--- config.mk ---
export PLATFORM = sky130hd
export DESIGN_NAME = wbu
export DESIGN_NICKNAME = d
export VERILOG_FILES = /design/src/rtl/npc_pkg.sv /design/src/rtl/lsu_align.sv /design/src/rtl/wbu.sv
export SDC_FILE = /design/constraint.sdc
export NUM_CORES = 1
export LEC_CHECK = 0
export BUFFER_PORTS_ARGS = -buffer_cell sky130_fd_sc_hd__buf_2
export CAP_MARGIN = 20
export CORE_ASPECT_RATIO = 0.75
export CORE_MARGIN = 10
export CORE_UTILIZATION = 50
export CTS_CLUSTER_DIAMETER = 50
export DETAILED_ROUTE_END_ITERATION = 8
export PLACE_DENSITY_LB_ADDON = 0.05
export SLEW_MARGIN = 0
export SYNTH_ARGS = -nofsm -noshare
export SYNTH_HDL_FRONTEND = slang
export SYNTH_SLANG_ARGS = --single-unit
--- constraint.sdc ---
create_clock -name clk -period 4.2 [get_ports clk]
set_clock_uncertainty 0.15 [all_clocks]
set_input_delay 0 -clock clk [delete_from_list [all_inputs] [get_ports clk]]
set_output_delay 0 -clock clk [all_outputs]
set_load 0.02 [all_outputs]
--- src/rtl/npc_pkg.sv ---
// npc_pkg: constants and types shared by the NPC core back end.
//   - funct3 encodings for loads and stores
//   - wbu_state_t: write-back unit FSM states
package npc_pkg;

   // Load funct3 codes
   localparam logic [2:0] LB  = 3'b000;
   localparam logic [2:0] LH  = 3'b001;
   localparam logic [2:0] LW  = 3'b010;
   localparam logic [2:0] LBU = 3'b100;
   localparam logic [2:0] LHU = 3'b101;

   // Store funct3 codes (share the size field with the loads)
   localparam logic [2:0] SB  = 3'b000;
   localparam logic [2:0] SH  = 3'b001;
   localparam logic [2:0] SW  = 3'b010;

   typedef enum logic [1:0] {
      IDLE = 2'd0,
      REQ  = 2'd1,
      RESP = 2'd2,
      WB   = 2'd3
   } wbu_state_t;

endpackage

--- src/rtl/lsu_align.sv ---
// lsu_align: combinational byte-lane logic for 32-bit load/store accesses.
//   mem_op     in  3  : funct3 of the access
//   off        in  2  : byte offset inside the word (address[1:0])
//   store_data in  32 : rs2 value for stores
//   rdata      in  32 : word returned by memory for loads
//   misalign   out 1  : access does not fit its natural alignment
//   wstrb      out 4  : byte strobes for a store
//   wdata      out 32 : store data replicated onto the addressed lanes
//   load_data  out 32 : extracted and extended load result
module lsu_align
   import npc_pkg::*;
(
   input  logic [2:0]  mem_op,
   input  logic [1:0]  off,
   input  logic [31:0] store_data,
   input  logic [31:0] rdata,
   output logic        misalign,
   output logic [3:0]  wstrb,
   output logic [31:0] wdata,
   output logic [31:0] load_data
);

   logic [31:0]        shifted;
   logic signed [7:0]  ld_byte;
   logic signed [15:0] ld_half;

   always_comb begin
      shifted   = rdata >> {off, 3'b000};
      ld_byte   = shifted[7:0];
      ld_half   = shifted[15:0];
      misalign  = 1'b0;
      wstrb     = 4'b1111;
      wdata     = store_data;
      load_data = rdata;
      case (mem_op)
         LB: begin  // also SB
            wstrb     = 4'b0001 << off;
            wdata     = {4{store_data[7:0]}};
            load_data = 32'(ld_byte);
         end
         LH: begin  // also SH
            misalign  = off[0];
            wstrb     = 4'b0011 << off;
            wdata     = {2{store_data[15:0]}};
            load_data = 32'(ld_half);
         end
         LBU: begin
            wstrb     = 4'b0001 << off;
            wdata     = {4{store_data[7:0]}};
            load_data = {24'd0, shifted[7:0]};
         end
         LHU: begin
            misalign  = off[0];
            wstrb     = 4'b0011 << off;
            wdata     = {2{store_data[15:0]}};
            load_data = {16'd0, shifted[15:0]};
         end
         // LW/SW and every unlisted code behave as a full-word access
         default: begin
            misalign  = (off != 2'b00);
         end
      endcase
   end

endmodule

--- src/rtl/wbu.sv ---
// wbu: load/store and write-back unit of the NPC core.
// Accepts one executed instruction per handshake, runs an optional data
// memory access over a request/response port, then drives the register-file
// write port and commits the next PC for one cycle.
//   clk, rst_n                 : clock, synchronous active-low reset
//   in_valid / in_ready        : instruction handshake
//   in_aluRes .. in_dnpc       : executed instruction fields
//   mem_req_* / mem_rsp_*      : data-memory request/response port
//   w_regW/w_regAddr/w_regData : register-file write port (valid in WB)
//   commit_valid/commit_pc     : one-cycle commit pulse with next PC
//   misalign                   : one-cycle pulse at commit of a bad access
// Only DATA_WIDTH = 32 is supported.
module wbu
   import npc_pkg::*;
#(
   parameter int ADDR_WIDTH = 5,
   parameter int DATA_WIDTH = 32
) (
   input  logic                  clk,
   input  logic                  rst_n,
   input  logic                  in_valid,
   output logic                  in_ready,
   input  logic [DATA_WIDTH-1:0] in_aluRes,
   input  logic                  in_regW,
   input  logic [ADDR_WIDTH-1:0] in_regAddr,
   input  logic                  in_memR,
   input  logic                  in_memW,
   input  logic [2:0]            in_memOp,
   input  logic [DATA_WIDTH-1:0] in_storeData,
   input  logic [31:0]           in_dnpc,
   output logic                  mem_req_valid,
   input  logic                  mem_req_ready,
   output logic                  mem_req_wen,
   output logic [31:0]           mem_req_addr,
   output logic [31:0]           mem_req_wdata,
   output logic [3:0]            mem_req_wstrb,
   input  logic                  mem_rsp_valid,
   input  logic [31:0]           mem_rsp_rdata,
   output logic                  mem_rsp_ready,
   output logic                  w_regW,
   output logic [ADDR_WIDTH-1:0] w_regAddr,
   output logic [DATA_WIDTH-1:0] w_regData,
   output logic                  commit_valid,
   output logic [31:0]           commit_pc,
   output logic                  misalign
);

   wbu_state_t state_q, state_d;

   // Captured instruction fields
   logic [DATA_WIDTH-1:0] alu_res_q, alu_res_d;
   logic                  reg_w_q, reg_w_d;
   logic [ADDR_WIDTH-1:0] reg_addr_q, reg_addr_d;
   logic                  is_load_q, is_load_d;
   logic [2:0]            mem_op_q, mem_op_d;
   logic [31:0]           dnpc_q, dnpc_d;

   // Registered outputs
   logic                  in_ready_q, in_ready_d;
   logic                  mem_req_valid_q, mem_req_valid_d;
   logic                  mem_req_wen_q, mem_req_wen_d;
   logic [31:0]           mem_req_addr_q, mem_req_addr_d;
   logic [31:0]           mem_req_wdata_q, mem_req_wdata_d;
   logic [3:0]            mem_req_wstrb_q, mem_req_wstrb_d;
   logic                  mem_rsp_ready_q, mem_rsp_ready_d;
   logic                  w_reg_w_q, w_reg_w_d;
   logic [ADDR_WIDTH-1:0] w_reg_addr_q, w_reg_addr_d;
   logic [DATA_WIDTH-1:0] w_reg_data_q, w_reg_data_d;
   logic                  commit_valid_q, commit_valid_d;
   logic [31:0]           commit_pc_q, commit_pc_d;
   logic                  misalign_q, misalign_d;

   // One alignment block serves both ends of the access: in IDLE it looks at
   // the incoming instruction (alignment check, store encoding), afterwards
   // at the captured one (load extraction from the response).
   logic [2:0]  al_op;
   logic [1:0]  al_off;
   logic        al_misalign;
   logic [3:0]  al_wstrb;
   logic [31:0] al_wdata;
   logic [31:0] al_load;
   logic        in_is_mem;
   logic        in_bad;

   assign al_op     = (state_q == IDLE) ? in_memOp : mem_op_q;
   assign al_off    = (state_q == IDLE) ? in_aluRes[1:0] : alu_res_q[1:0];
   assign in_is_mem = in_memR | in_memW;
   assign in_bad    = in_is_mem & al_misalign;

   lsu_align u_align (
      .mem_op     (al_op),
      .off        (al_off),
      .store_data (in_storeData),
      .rdata      (mem_rsp_rdata),
      .misalign   (al_misalign),
      .wstrb      (al_wstrb),
      .wdata      (al_wdata),
      .load_data  (al_load)
   );

   always_comb begin
      state_d         = state_q;
      alu_res_d       = alu_res_q;
      reg_w_d         = reg_w_q;
      reg_addr_d      = reg_addr_q;
      is_load_d       = is_load_q;
      mem_op_d        = mem_op_q;
      dnpc_d          = dnpc_q;
      mem_req_wen_d   = mem_req_wen_q;
      mem_req_addr_d  = mem_req_addr_q;
      mem_req_wdata_d = mem_req_wdata_q;
      mem_req_wstrb_d = mem_req_wstrb_q;
      w_reg_w_d       = 1'b0;
      w_reg_addr_d    = '0;
      w_reg_data_d    = '0;
      commit_valid_d  = 1'b0;
      commit_pc_d     = '0;
      misalign_d      = 1'b0;

      case (state_q)
         IDLE: begin
            if (in_valid) begin
               alu_res_d  = in_aluRes;
               reg_w_d    = in_regW;
               reg_addr_d = in_regAddr;
               is_load_d  = in_memR;
               mem_op_d   = in_memOp;
               dnpc_d     = in_dnpc;
               if (in_is_mem && !al_misalign) begin
                  // A load wins when both memR and memW are set
                  state_d         = REQ;
                  mem_req_addr_d  = {in_aluRes[31:2], 2'b00};
                  mem_req_wen_d   = ~in_memR;
                  mem_req_wstrb_d = in_memR ? 4'b0000 : al_wstrb;
                  mem_req_wdata_d = in_memR ? 32'd0 : al_wdata;
               end else begin
                  state_d        = WB;
                  w_reg_w_d      = in_regW & (in_regAddr != '0) & ~in_bad;
                  w_reg_addr_d   = in_regAddr;
                  w_reg_data_d   = in_aluRes;
                  commit_valid_d = 1'b1;
                  commit_pc_d    = in_dnpc;
                  misalign_d     = in_bad;
               end
            end
         end
         REQ: begin
            if (mem_req_ready) state_d = RESP;
         end
         RESP: begin
            if (mem_rsp_valid) begin
               state_d        = WB;
               w_reg_w_d      = reg_w_q & (reg_addr_q != '0);
               w_reg_addr_d   = reg_addr_q;
               w_reg_data_d   = is_load_q ? al_load : alu_res_q;
               commit_valid_d = 1'b1;
               commit_pc_d    = dnpc_q;
            end
         end
         WB:      state_d = IDLE;
         default: state_d = IDLE;
      endcase

      if (state_d != REQ) begin
         mem_req_wen_d   = 1'b0;
         mem_req_addr_d  = '0;
         mem_req_wdata_d = '0;
         mem_req_wstrb_d = '0;
      end
      in_ready_d      = (state_d == IDLE);
      mem_req_valid_d = (state_d == REQ);
      mem_rsp_ready_d = (state_d == RESP);
   end

   always_ff @(posedge clk) begin
      if (!rst_n) begin
         state_q         <= IDLE;
         in_ready_q      <= 1'b1;
         mem_req_valid_q <= 1'b0;
         mem_req_wen_q   <= 1'b0;
         mem_req_addr_q  <= '0;
         mem_req_wdata_q <= '0;
         mem_req_wstrb_q <= '0;
         mem_rsp_ready_q <= 1'b0;
         w_reg_w_q       <= 1'b0;
         w_reg_addr_q    <= '0;
         w_reg_data_q    <= '0;
         commit_valid_q  <= 1'b0;
         commit_pc_q     <= '0;
         misalign_q      <= 1'b0;
      end else begin
         state_q         <= state_d;
         in_ready_q      <= in_ready_d;
         mem_req_valid_q <= mem_req_valid_d;
         mem_req_wen_q   <= mem_req_wen_d;
         mem_req_addr_q  <= mem_req_addr_d;
         mem_req_wdata_q <= mem_req_wdata_d;
         mem_req_wstrb_q <= mem_req_wstrb_d;
         mem_rsp_ready_q <= mem_rsp_ready_d;
         w_reg_w_q       <= w_reg_w_d;
         w_reg_addr_q    <= w_reg_addr_d;
         w_reg_data_q    <= w_reg_data_d;
         commit_valid_q  <= commit_valid_d;
         commit_pc_q     <= commit_pc_d;
         misalign_q      <= misalign_d;
      end
   end

   // Captured fields are only read under FSM control, so they need no reset
   always_ff @(posedge clk) begin
      alu_res_q  <= alu_res_d;
      reg_w_q    <= reg_w_d;
      reg_addr_q <= reg_addr_d;
      is_load_q  <= is_load_d;
      mem_op_q   <= mem_op_d;
      dnpc_q     <= dnpc_d;
   end

   assign in_ready      = in_ready_q;
   assign mem_req_valid = mem_req_valid_q;
   assign mem_req_wen   = mem_req_wen_q;
   assign mem_req_addr  = mem_req_addr_q;
   assign mem_req_wdata = mem_req_wdata_q;
   assign mem_req_wstrb = mem_req_wstrb_q;
   assign mem_rsp_ready = mem_rsp_ready_q;
   assign w_regW        = w_reg_w_q;
   assign w_regAddr     = w_reg_addr_q;
   assign w_regData     = w_reg_data_q;
   assign commit_valid  = commit_valid_q;
   assign commit_pc     = commit_pc_q;
   assign misalign      = misalign_q;

endmodule

==> Word-level counts from Yosys, hierarchy flattened <==
Index checks and enable logic that the tools add are counted.
{ "classes": {"n_eq_ne": 9, "shift": 3, "n_mux": 34, "n_bitwise": 10, "reduce_logical": 14} }
{ "ops": {"columns": ["cell", "count"], "rows": [
  ["32-bit two-way mux", 8],
  ["32-bit case mux with 2 select lines", 3],
  ["32-bit case mux with 4 select lines", 1],
  ["32-bit by 5-bit right shift with 16-bit output", 1],
  ["5-bit two-way mux", 3],
  ["2-bit two-way mux", 5],
  ["5-bit case mux with 2 select lines", 1],
  ["5-bit nonzero test", 2],
  ["2-bit case mux with 4 select lines", 1],
  ["4-bit case mux with 2 select lines", 1],
  ["2-bit equality test, second input constant", 3],
  ["3-bit equality test, second input constant", 2],
  ["1-bit two-way mux", 6],
  ["1-bit case mux with 2 select lines", 3],
  ["2-bit OR reduction", 3],
  ["1-bit inverter", 5],
  ["1-bit AND", 4],
  ["2-bit by 1-bit equality test with 1-bit output, second input constant", 2],
  ["2-bit logical NOT", 2],
  ["4-bit two-way mux", 1],
  ["4-bit OR reduction", 1],
  ["1-bit by 2-bit left shift with 4-bit output, first input constant", 1],
  ["2-bit by 2-bit left shift with 4-bit output, first input constant", 1],
  ["3-bit by 1-bit equality test with 1-bit output, second input constant", 1],
  ["other kinds (9)", 9]
]} }
{ "totals": {"ff_bits": 218, "out_inout_bits": 144} }

==> Longest topological paths before layout <==
Gate-level depths: netlist (run 1).
{ "logic_depth": {"depth_word": 12, "mapped_depth": 10, "mapped_depth_nobuf": 6} }

==> Hierarchy <==
A second synthesis (run 1) with hierarchy kept.
{ "unflattened": {"cells_unflattened": 897, "area_unflattened_um2": 9776.9} }
{ "by_module_without_submodules": {"columns": ["mod", "n_inst", "cells_per_inst", "area_each_um2", "seq_area_each_um2"], "rows": [
  ["wbu", 1, 715, 8445.6, 5104.9],
  ["lsu_align", 1, 182, 1331.3, 0.0]
]} }

==> Worst setup path after synthesis (run 1) <==
OpenSTA, ideal clock, no wires.
{ "synth_timing": {"kind": "register -> register", "start": "register state_q[1]", "end": "register w_reg_w_q (netlist: w_regW)", "arrival_time_ns": 2.847, "required_time_ns": 3.979, "setup_slack_ns": 1.133, "stages_incl_launch_ff": 7, "period_less_slack_ns": 3.067, "cell_sequence": "dfxtp_1 buf_2 nor2_2 nand2_1 inv_1 o2111ai_1 a21oi_1"} }
{ "synth_via": {"elab_chain_cells": 11, "elab_cells_between_ends": 20, "classes_between": "eq/ne (4); mux (6); bitwise (3); reduce/logical (7)"} }
{ "synth_rtl": {"columns": ["element", "line_no", "rtl"], "rows": [
  ["from (decl)", "wbu.sv:48", "wbu_state_t state_q, state_d;"],
  ["from (signal assigned)", "wbu.sv:192", "state_q <= state_d;"],
  ["2-bit logical NOT", "wbu.sv:85, wbu.sv:86, wbu.sv:120", null],
  ["3-bit two-way mux", "wbu.sv:85", "assign al_op = (state_q == IDLE) ? in_memOp : mem_op_q;"],
  ["3-bit by 1-bit equality test with 1-bit output (tied with other cells)", "lsu_align.sv:35", "case (mem_op)"],
  ["2-bit OR reduction (no source line)", null, null],
  ["1-bit case mux with 2 select lines", "lsu_align.sv:35", null],
  ["1-bit AND", "wbu.sv:88", "assign in_bad = in_is_mem & al_misalign;"],
  ["1-bit inverter", "wbu.sv:138", "w_reg_w_d = in_regW & (in_regAddr != '0) & ~in_bad;"],
  ["1-bit AND", "wbu.sv:138", null],
  ["1-bit two-way mux", "wbu.sv:129", "if (in_is_mem && !al_misalign) begin"],
  ["1-bit two-way mux", "wbu.sv:122", "if (in_valid) begin"],
  ["1-bit case mux with 2 select lines (*)", "wbu.sv:120", "case (state_q)"],
  ["to (signal assigned)", "wbu.sv:200", "w_reg_w_q <= w_reg_w_d;"],
  ["to (decl)", "wbu.sv:66", "logic w_reg_w_q, w_reg_w_d;"]
]} }
Mark *: on every way between the ends. The rest lies on a longest branch, timed or not.
A chain may end at the register's enable or synchronous reset.

==> Worst setup path after layout (run 1) <==
{ "layout_timing": {"start": "register state_q[0]", "end": "register w_reg_data_q[3] (netlist: w_regData[3])"} }
{ "layout_via": {"elab_chain_cells": 10, "elab_cells_between_ends": 21, "classes_between": "eq/ne (4); shift (1); mux (9); reduce/logical (7)"} }
{ "layout_rtl": {"columns": ["element", "line_no", "rtl"], "rows": [
  ["branches (longest 9 deep; another with 32-bit by 5-bit right shift with 16-bit output)", null, null],
  ["32-bit case mux with 2 select lines (*)", "wbu.sv:120", null],
  ["to (signal assigned)", "wbu.sv:202", "w_reg_data_q <= w_reg_data_d;"],
  ["to (decl)", "wbu.sv:68", "logic [DATA_WIDTH-1:0] w_reg_data_q, w_reg_data_d;"]
]} }
Every way passes the cells marked *.

==> flow_summary.ini, run 1 <==
[clock_network]
htreeDepth = 1
cts_buffer_depth = 3
clkTransAtPathRegs_ps = 60
cts_root_buf = clkbuf_16
cts_sinks = 218
worst_skew_pair.late_latency_ps = 500
numCtsBuffers = 22
ctsResizeCount = 0
cts_tree = built

[power_and_ir_drop]
leakagePower_nw = 5.19
pwr_density_cell_nw_per_um2 = 441
finalPower_w = 0.00545
peakVddDrop_uv = 295

[die]
die_w_um = 169
dieArea_sq_um = 22200
core_sq_um = 16100
initial_core_util_pct = 51.4
boundaryPins = 288
die_y_um = 132
placementRows = 40

[final_layout]
fin_nets = 1387
fillers = 1112
final_common_cell = buf_2
areaGrowthSynthToFinish_pct = 49.2
final_area_sq_um = 12400
final_cell_mix = 286 x buf_2, 179 x dlygate4sd3_1, 144 x dfxtp_1
drive_gt1_share_pct = 28.1

[drt]
vias_per_cell = 5.53
drt_pre_antenna_iters = 5
wl_met2_mm = 13.2
drt_iter0_markers = 777
drt-met1-wl_mm = 11.8
wirelength_mm = 29.0
dr_wl_met3_mm = 3.13
drc = 0
num_vias = 8132
dr.max_layer_used = met4
post_drt_wl_per_cell_um = 19.7
antenna_left = 0

[logic_synthesis]
synth_area_leaders = dfxtp_1 35%, edfxtp_1 27%, a22oi_1 6.3%
ys_ff_latch = 218
yosys_warnings = 0
syn_inst = 800
synth_top_cell_by_area = dfxtp_1
avgSynthCellArea_sq_um = 10.4
synth_edf_count = 74
synthArstFlopShare_pct = 0
synthDistinctLibCells = 55
syn_area_sq_um = 8290
synth.yosys.seq_area_share_pct = 61.6
synth_top_area_share_pct = 34.8
synth_ff_type = dfxtp_1

[placement]
portBuffers = 285
dp_hpwl_mm = 19.1
dpl_cell_area_sq_um = 9840
place.gp.congestion = 0.953
place_ws_ps = 1150

[grt]
grt_max_degree = 67
grt_usage_pct = 24.8
antenna_found_initial = 2
grt_pass1_wl_mm = 45.6
grt_pass1_vias = 8197
globalRoute.totalOverflow = 0

[sta]
setup_viol = 0
hold_violations = 0
tns_ps = 0
fin_crit_sh_pct = 83.4
finalMaxSlewViolations = 0
fin_ws_ps = 698
worstMarginPinSlew_ps = 891
period_minus_slack_ps = 3500
rsz0062_at_grt = no
clock.fmax_ghz = 0.286
max_slew_margin_pct = 40.2

[run]
drv_cap = 0

[worst_setup_path]
worstSetupPathType = reg2reg
cp.required_ps = 4430
worstPathMaxFanout = 22
cp.arrival_ps = 3740
endpoint_kind = register
critPathLaunchType = register

[outcome]
status = complete, no violations

[hold_path]
hp-class = in2reg
==> flip-flops by register name (all words and copies together) (netlist names), 5 cells and up <==
signal / cells
alu_res_q: 32
commit_pc: 32
dnpc_q: 32
mem_req_wdata: 32
w_regData: 32
mem_req_addr: 30
reg_addr_q: 5
w_regAddr: 5
==> stage by stage <==
| step | hold WS, ps | utilization (%) | std cells |
|---|---|---|---|
| 2_1_floorplan | -73.8 | - | 801 |
| 3_3_place_gp | 43.8 | 61.1 | 1249 |
| 3_5_place_dp | 46.3 | 61.1 | 1249 |
| 4_1_cts | 62.4 | 76.6 | 1467 |
| 5_1_grt | 73.8 | 76.7 | 1470 |
| 6_report | 81.4 | 76.7 | 1470 |
==> Yosys cell counts (3+ instances only) <==
library cell and count:
nand2_1 106, mux2i_1 16, nor3b_1 8, nor2_1 100
o221ai_1 13, buf_2 19, nand3_1 11, o21ai_0 25
inv_1 6, edfxtp_1 74, a22oi_1 70, mux2_2 4
a221o_1 6, a21oi_1 75, o2bb2ai_1 7, buf_4 5
nor3_1 18, o21ai_1 13, o211ai_1 3, dfxtp_1 144
clkbuf_1 32
==> power by group <==
part / total, W / internal, W / switching (W)
Clock: 0.00192 / 0.00112 / 0.000798
Combinational: 0.00111 / 0.000426 / 0.000679
Sequential: 0.00242 / 0.00236 / 0.0000641
Total: 0.00545 / 0.00391 / 0.00154
==> metal layers <==
metal | vias to the layer above | track usage [%]
met1 | 3839 | 31.8
met2 | 436 | 38.2
met3 | 71 | 8.52
met5 | - | 0
li1 | 3786 | -
met4 | 0 | 8.49
==> area by class of cell <==
| class | instances | area, sq um | area share (%) |
|---|---|---|---|
| sequential | 218 | 5100 | 41.3 |
| tap | 210 | 263 | 2.13 |
| multi-input combinational | 518 | 2920 | 23.6 |
| timing repair buffer | 477 | 3330 | 26.9 |
| clock buffer | 33 | 683 | 5.53 |
| inverter | 6 | 23.8 | 0.192 |
| antenna | 2 | 5.00 | 0.0405 |
| clock inverter | 6 | 35.0 | 0.283 |
==> worst paths after layout <==
check                                                   start                             to  slack [ps]  depth (start not counted)
worst max-delay path                    state_q[0]$_SDFF_PN0_        w_regData[3]$_SDFF_PN0_         700                          8
worst min-delay path                              in_dnpc[17]           dnpc_q[17]$_DFFE_PP_          80                          2
worst min register to register  mem_req_addr[16]$_SDFFE_PP0P_  mem_req_addr[16]$_SDFFE_PP0P_         300                          2
worst max register to register          state_q[0]$_SDFF_PN0_        w_regData[3]$_SDFF_PN0_         700                          8
==> critical path: stages, from the launching register on <==
cell and delay, ps:
dfxtp_1 460, nor2_2 440, mux2i_4 620, buf_4 370, nand2_1 180, o221ai_1 250, a21oi_1 70, dlygate4sd3_1 580
a221o_1 260
==> kinds of logic (layout without fill, tap and decap cells) <==
kind of cell / after synthesis / after routing / share of synthesized area [%]
flip-flops: 218 / 218 / 61.6
multiplexers: 21 / 21 / 2.64
buffers and inverters: 65 / 522 / 3.64
AO/OA/AOI/OAI: 229 / 229 / 18.1
other: 1 / 4 / 0.0452
AND/OR/NAND/NOR: 266 / 266 / 14.0
==> timing repair <==
| item | CTS | global route |
|---|---|---|
| hold endpoints to repair | 211 | 0 |
| hold buffers | 179 | 0 |
| buffers inserted | 0 | 0 |
Power figures use the tool's default switching activity.
==> run 2: changes to the inputs <==
--- a/config.mk
+++ b/config.mk
@@ -5,11 +5,12 @@
 export SDC_FILE = /design/constraint.sdc
 export NUM_CORES = 1
 export LEC_CHECK = 0
+export ABC_AREA = 1
 export BUFFER_PORTS_ARGS = -buffer_cell sky130_fd_sc_hd__buf_2
 export CAP_MARGIN = 20
 export CORE_ASPECT_RATIO = 0.75
 export CORE_MARGIN = 10
-export CORE_UTILIZATION = 50
+export CORE_UTILIZATION = 51
 export CTS_CLUSTER_DIAMETER = 50
 export DETAILED_ROUTE_END_ITERATION = 8
 export PLACE_DENSITY_LB_ADDON = 0.05
==> constraint.sdc (replaced) <==
create_clock -name clk -period 3.65 [get_ports clk]
set_clock_uncertainty 0.15 [all_clocks]
set_input_delay 0 -clock clk [delete_from_list [all_inputs] [get_ports clk]]
set_output_delay 0 -clock clk [all_outputs]
set_load 0.02 [all_outputs]
==> run 2 against run 1 <==
Effect of this change: first-iteration DRC count grew 17%; non-clock buffer count shrank 31; sequential power grew 15%; combinational power grew 56%; clock-buffer cell count shrank 4; final area grew 2.6%; synthesized cell count grew 30%; sequential share of layout area shrank 1.1 points; power grew 25%; die area grew 4.7%; register-to-register slack lost 370 ps.
==> flow_summary.ini, run 2 <==
[sta]
finalMaxSlewViolations = 0
fin_ws_ps = 325
setup_viol = 0
rsz0062_at_grt = no
worstMarginPinSlew_ps = 942
hold_violations = 0
period_minus_slack_ps = 3320
clock.fmax_ghz = 0.301
fin_crit_sh_pct = 91.1
tns_ps = 0
max_slew_margin_pct = 36.8

[placement]
portBuffers = 285
dp_hpwl_mm = 19.6
place_ws_ps = 374
place.gp.congestion = 0.900

[grt]
grt_pass1_wl_mm = 47.8
antenna_found_initial = 2
grt_usage_pct = 25.0
grt_pass1_vias = 8625
globalRoute.totalOverflow = 0
grt_max_degree = 75

[die]
placementRows = 41
boundaryPins = 288
die_w_um = 173
core_sq_um = 17000
dieArea_sq_um = 23200
initial_core_util_pct = 52.5
die_y_um = 134

[power_and_ir_drop]
leakagePower_nw = 5.49
pwr_density_cell_nw_per_um2 = 539
peakVddDrop_uv = 348

[worst_setup_path]
cp.arrival_ps = 3600
crit_family = buffers and inverters
endpoint_kind = register
reg2reg_to = w_regData[5]$_SDFF_PN0_
worstSetupPathType = reg2reg
timing.rr.start = state_q[1]$_SDFF_PN0_
reg2reg_depth = 11
slowest_delay_ps = 570
worstPathMaxFanout = 57
cp.required_ps = 3930
worst_path_max_delay_cell = dlygate4sd3_1
rrSetupSlack_ps = 330
crit_buf_inv = 3
cp_cell_sequence = nor2_4 -> nand2_1 -> nand2_2 -> buf_4 -> o21ai_1 -> inv_1 -> o21ai_0 -> dlygate4sd3_1 -> o21ai_0 -> nand2_1 -> a21oi_1
critPathLaunchType = register

[final_layout]
multi_input_area_sq_um = 3360
seq_area_sq_um = 5100
final_common_cell = nand2_1
final_cell_mix = 395 x nand2_1, 285 x buf_2, 149 x dlygate4sd3_1
drive_gt1_share_pct = 26.6
fin_nets = 1593
areaGrowthSynthToFinish_pct = 42.3
fillers = 1252
utilization_pct = 74.7

[hold_path]
hp-class = in2reg
min_delay_worst_endpoint = dnpc_q[26]$_DFFE_PP_
holdPathStages = 2
min_from = in_dnpc[26]

[clock_network]
cts_buffer_depth = 3
clkTransAtPathRegs_ps = 70
cts_root_buf = clkbuf_16
htreeDepth = 1
cts_tree = built
cts_sinks = 218
worst_skew_pair.late_latency_ps = 500
numCtsBuffers = 22

[logic_synthesis]
ys_ff_latch = 218
synth.yosys.seq_area_share_pct = 57.3
synth_top_cell_by_area = dfxtp_1
synth_area_leaders = dfxtp_1 32%, edfxtp_1 25%, nand2_1 17%
synth_edf_count = 74
syn_inst = 1042
synth_top_area_share_pct = 32.3
avgSynthCellArea_sq_um = 8.55
syn_area_sq_um = 8910
yosys_warnings = 0
synthDistinctLibCells = 40
synthArstFlopShare_pct = 0
synth_top_cells_by_count = 395 x nand2_1, 144 x dfxtp_1, 122 x a21oi_1
synth_most_common_cell = nand2_1
synth_ff_type = dfxtp_1

[drt]
drc = 0
num_vias = 8769
wl_met2_mm = 14.1
post_drt_wl_per_cell_um = 17.8
drt_iter0_markers = 910
drt_pre_antenna_iters = 5
antenna_left = 0
dr_wl_met3_mm = 2.24
vias_per_cell = 5.15
dr.max_layer_used = met4
wirelength_mm = 30.2
drt-met1-wl_mm = 13.1

[outcome]
status = complete, no violations

[run]
drv_cap = 0
## run 2: cell type report
type	count	share of cell area, %
clock inverters	11	0.710
clock buffers	29	5.20
repair buffers	446	24.0
flip-flops and latches	218	40.2
multi-input cells	727	26.5
inverters	34	1.02
well taps	236	2.33
diodes	2	0.0395
## run 2: logic make-up after synthesis
family | synth area share (%)
AOI/OAI and AO/OA | 14.8
and+or+nand+nor | 22.7
other | 0.0421
DFF | 57.3
buffers and inverters | 5.18
## run 2: timing repair
| action | CTS | global route |
|---|---|---|
| setup endpoints to repair | 0 | 4 |
| hold buffers | 149 | 0 |
| resized for setup | 0 | 1 |
| setup buffers | 0 | 0 |
| hold endpoints to repair | 217 | 0 |
## run 2: power breakdown
group / total [W] / switching [W] / internal (W)
clock: 0.00231 / 0.000962 / 0.00135
sequential: 0.00279 / 0.0000575 / 0.00274
combinational: 0.00173 / 0.00115 / 0.000578
total: 0.00684 / 0.00217 / 0.00467
## run 2: per-stage QoR
| stage | total power [W] | hold slack, ps | std cells | instance area (sq um) |
|---|---|---|---|---|
| after detailed placement | 0.00440 | 43.6 | 1512 | 10400 |
| after CTS | 0.00683 | 55.7 | 1701 | 12700 |
| after floorplan | 0.00392 | -51.1 | 1043 | 8920 |
| after global placement | 0.00439 | 42.5 | 1512 | 10400 |
| after global routing | 0.00714 | 75.8 | 1703 | 12700 |
| final | 0.00684 | 70.4 | 1703 | 12700 |
## run 2: routing by layer
layer,GRT usage (%),vias up
met4,6.74,0
met2,41.3,380
met5,0,-
li1,-,4253
met3,5.71,58
met1,32.4,4078
## run 2: how the worst max path moves through the flow
stage,from,cells past startpoint,end,slack [ps]
after floorplan,state_q[1]$_SDFF_PN0_,9,mem_req_wdata[13]$_SDFFE_PP0P_,940
after global placement,state_q[1]$_SDFF_PN0_,7,mem_req_wdata[10]$_SDFFE_PP0P_,450
after detailed placement,state_q[1]$_SDFF_PN0_,7,mem_req_wdata[13]$_SDFFE_PP0P_,370
after CTS,state_q[1]$_SDFF_PN0_,11,w_regData[5]$_SDFF_PN0_,190
after global routing,state_q[1]$_SDFF_PN0_,11,w_regData[5]$_SDFF_PN0_,90
final,state_q[1]$_SDFF_PN0_,11,w_regData[5]$_SDFF_PN0_,330
==> run 3: changes to the inputs <==
--- a/config.mk
+++ b/config.mk
@@ -9,7 +9,7 @@
 export BUFFER_PORTS_ARGS = -buffer_cell sky130_fd_sc_hd__buf_2
 export CAP_MARGIN = 20
 export CORE_ASPECT_RATIO = 0.75
-export CORE_MARGIN = 10
+export CORE_MARGIN = 3
 export CORE_UTILIZATION = 51
 export CTS_CLUSTER_DIAMETER = 50
 export DETAILED_ROUTE_END_ITERATION = 8
@@ -18,3 +18,4 @@
 export SYNTH_ARGS = -nofsm -noshare
 export SYNTH_HDL_FRONTEND = slang
 export SYNTH_SLANG_ARGS = --single-unit
+export TNS_END_PERCENT = 50
==> run 3 against run 2 <==
Effect of this change: final area decreased by 1.1%; flip-flop and latch count stayed put; fmax rose by 0.81%; register-to-register slack gained 30 ps; clock-buffer cell count grew 1; clock power is 12% lower; setup slack better by 27 ps; routed wire length is 9.5% lower; largest power group unchanged; non-clock buffer count decreased by 1; sequential share of layout area is 0.45 points higher; critical path depth did not move.
==> flow_summary.ini, run 3 (synthesis gave the netlist of run 2 again) <==
[worst_setup_path]
reg2reg_depth = 11
crit_buf_inv = 3
worstPathMaxFanout = 57
endpoint_kind = register
cp.arrival_ps = 3560
cp.required_ps = 3910
reg2reg_to = w_regData[4]$_SDFF_PN0_
worst_path_max_delay_cell = dlygate4sd3_1
slowest_delay_ps = 550
crit_family = buffers and inverters
worstSetupPathType = reg2reg
cp_cell_sequence = nor2_4 -> nand2_1 -> nand2_2 -> buf_4 -> o21ai_1 -> inv_1 -> o21ai_0 -> dlygate4sd3_1 -> o21ai_0 -> nand2_1 -> a21oi_1
rrSetupSlack_ps = 350
timing.rr.start = state_q[1]$_SDFF_PN0_
critPathLaunchType = register

[final_layout]
drive_gt1_share_pct = 25.9
final_common_cell = nand2_1
fin_nets = 1591
seq_area_sq_um = 5100
areaGrowthSynthToFinish_pct = 40.7
multi_input_area_sq_um = 3370
fillers = 1293
final_cell_mix = 395 x nand2_1, 285 x buf_2, 148 x dlygate4sd3_1

[outcome]
status = complete, no violations

[sta]
clock.fmax_ghz = 0.303
period_minus_slack_ps = 3300
max_slew_margin_pct = 40.7
fin_crit_sh_pct = 90.4
hold_violations = 0
worstMarginPinSlew_ps = 889
tns_ps = 0
finalMaxSlewViolations = 0
hold_ws_ps = 83.4
rsz0062_at_grt = no
setup_viol = 0

[placement]
place.gp.congestion = 0.860
portBuffers = 285
dp_hpwl_mm = 17.5

[drt]
antenna_left = 0
num_vias = 8600
vias_per_cell = 5.06
drt_iter0_markers = 879
wirelength_mm = 27.3
drc = 0
drt_pre_antenna_iters = 5
post_drt_wl_per_cell_um = 16.1

[hold_path]
min_delay_worst_endpoint = dnpc_q[25]$_DFFE_PP_
hp-class = in2reg
min_from = in_dnpc[25]
holdPathStages = 2

[power_and_ir_drop]
peakVddDrop_uv = 353
pwr_density_cell_nw_per_um2 = 521
leakagePower_nw = 5.41

[clock_network]
cts_tree = built
cts_buffer_depth = 3
cts_root_buf = clkbuf_16
numCtsBuffers = 21
clkTransAtPathRegs_ps = 60
worst_skew_pair.late_latency_ps = 490
cts_sinks = 218
htreeDepth = 1

[die]
dieArea_sq_um = 19100
placementRows = 41
die_y_um = 120
die_w_um = 159
initial_core_util_pct = 52.5
boundaryPins = 288
core_sq_um = 17000

[grt]
grt_max_degree = 75
grt_pass1_vias = 8157
grt_pass1_wl_mm = 41.9
globalRoute.totalOverflow = 0
antenna_found_initial = 1
grt_usage_pct = 27.2

[run]
drv_cap = 0
[run 3: layout make-up]
| class | instances | share of cell area [%] |
|---|---|---|
| Antenna cell | 1 | 0.0199 |
| Clock inverter | 7 | 0.499 |
| Inverter | 34 | 1.03 |
| Clock buffer | 30 | 4.46 |
| Timing Repair Buffer | 445 | 24.1 |
| Tap cell | 236 | 2.35 |
| Multi-Input combinational cell | 727 | 26.9 |
| Sequential cell | 218 | 40.7 |
[run 3: routing by layer]
layer	global-route usage, %	share of wire [%]	vias to the layer above
li1	-	-	4245
met1	36.7	43	3994
met2	45.7	47	327
met3	5.62	8.1	34
met4	5.37	1.6	0
met5	0	0	-
[run 3: timing repair]
action	4_1_cts	5_1_grt
endpoints found under the hold margin	217	0
setup buffers	0	0
gates resized for setup	0	1
hold buffers	148	0
endpoints found under the setup margin	0	1
[run 3: how the worst max path moves through the flow]
stage,start,end,slack [ps],cells after the start
finish,state_q[1]$_SDFF_PN0_,w_regData[4]$_SDFF_PN0_,350,11
global route,state_q[1]$_SDFF_PN0_,w_regData[4]$_SDFF_PN0_,130,11
global placement,state_q[1]$_SDFF_PN0_,mem_req_wdata[12]$_SDFFE_PP0P_,510,7
floorplan,state_q[1]$_SDFF_PN0_,mem_req_wdata[13]$_SDFFE_PP0P_,940,9
detailed placement,state_q[1]$_SDFF_PN0_,mem_req_wdata[9]$_SDFFE_PP0P_,410,7
CTS,state_q[1]$_SDFF_PN0_,w_regData[4]$_SDFF_PN0_,170,11
[run 3: where the power goes]
group	internal, W	leakage [nW]	switching, W
clock	0.00114	0.304	0.000887
sequential	0.00274	1.87	0.0000582
combinational	0.000565	3.24	0.00114
[run 3: through the flow]
stage,std cells,instance area (sq um),util [%],power (W),setup WS [ps]
6_report,1698,12500,73.9,0.00653,352
4_1_cts,1697,12500,73.8,0.00653,172
5_1_grt,1698,12500,73.9,0.00682,126
3_5_place_dp,1512,10400,61.4,0.00439,415
2_1_floorplan,1043,8920,-,0.00392,937
3_3_place_gp,1512,10400,61.4,0.00438,512
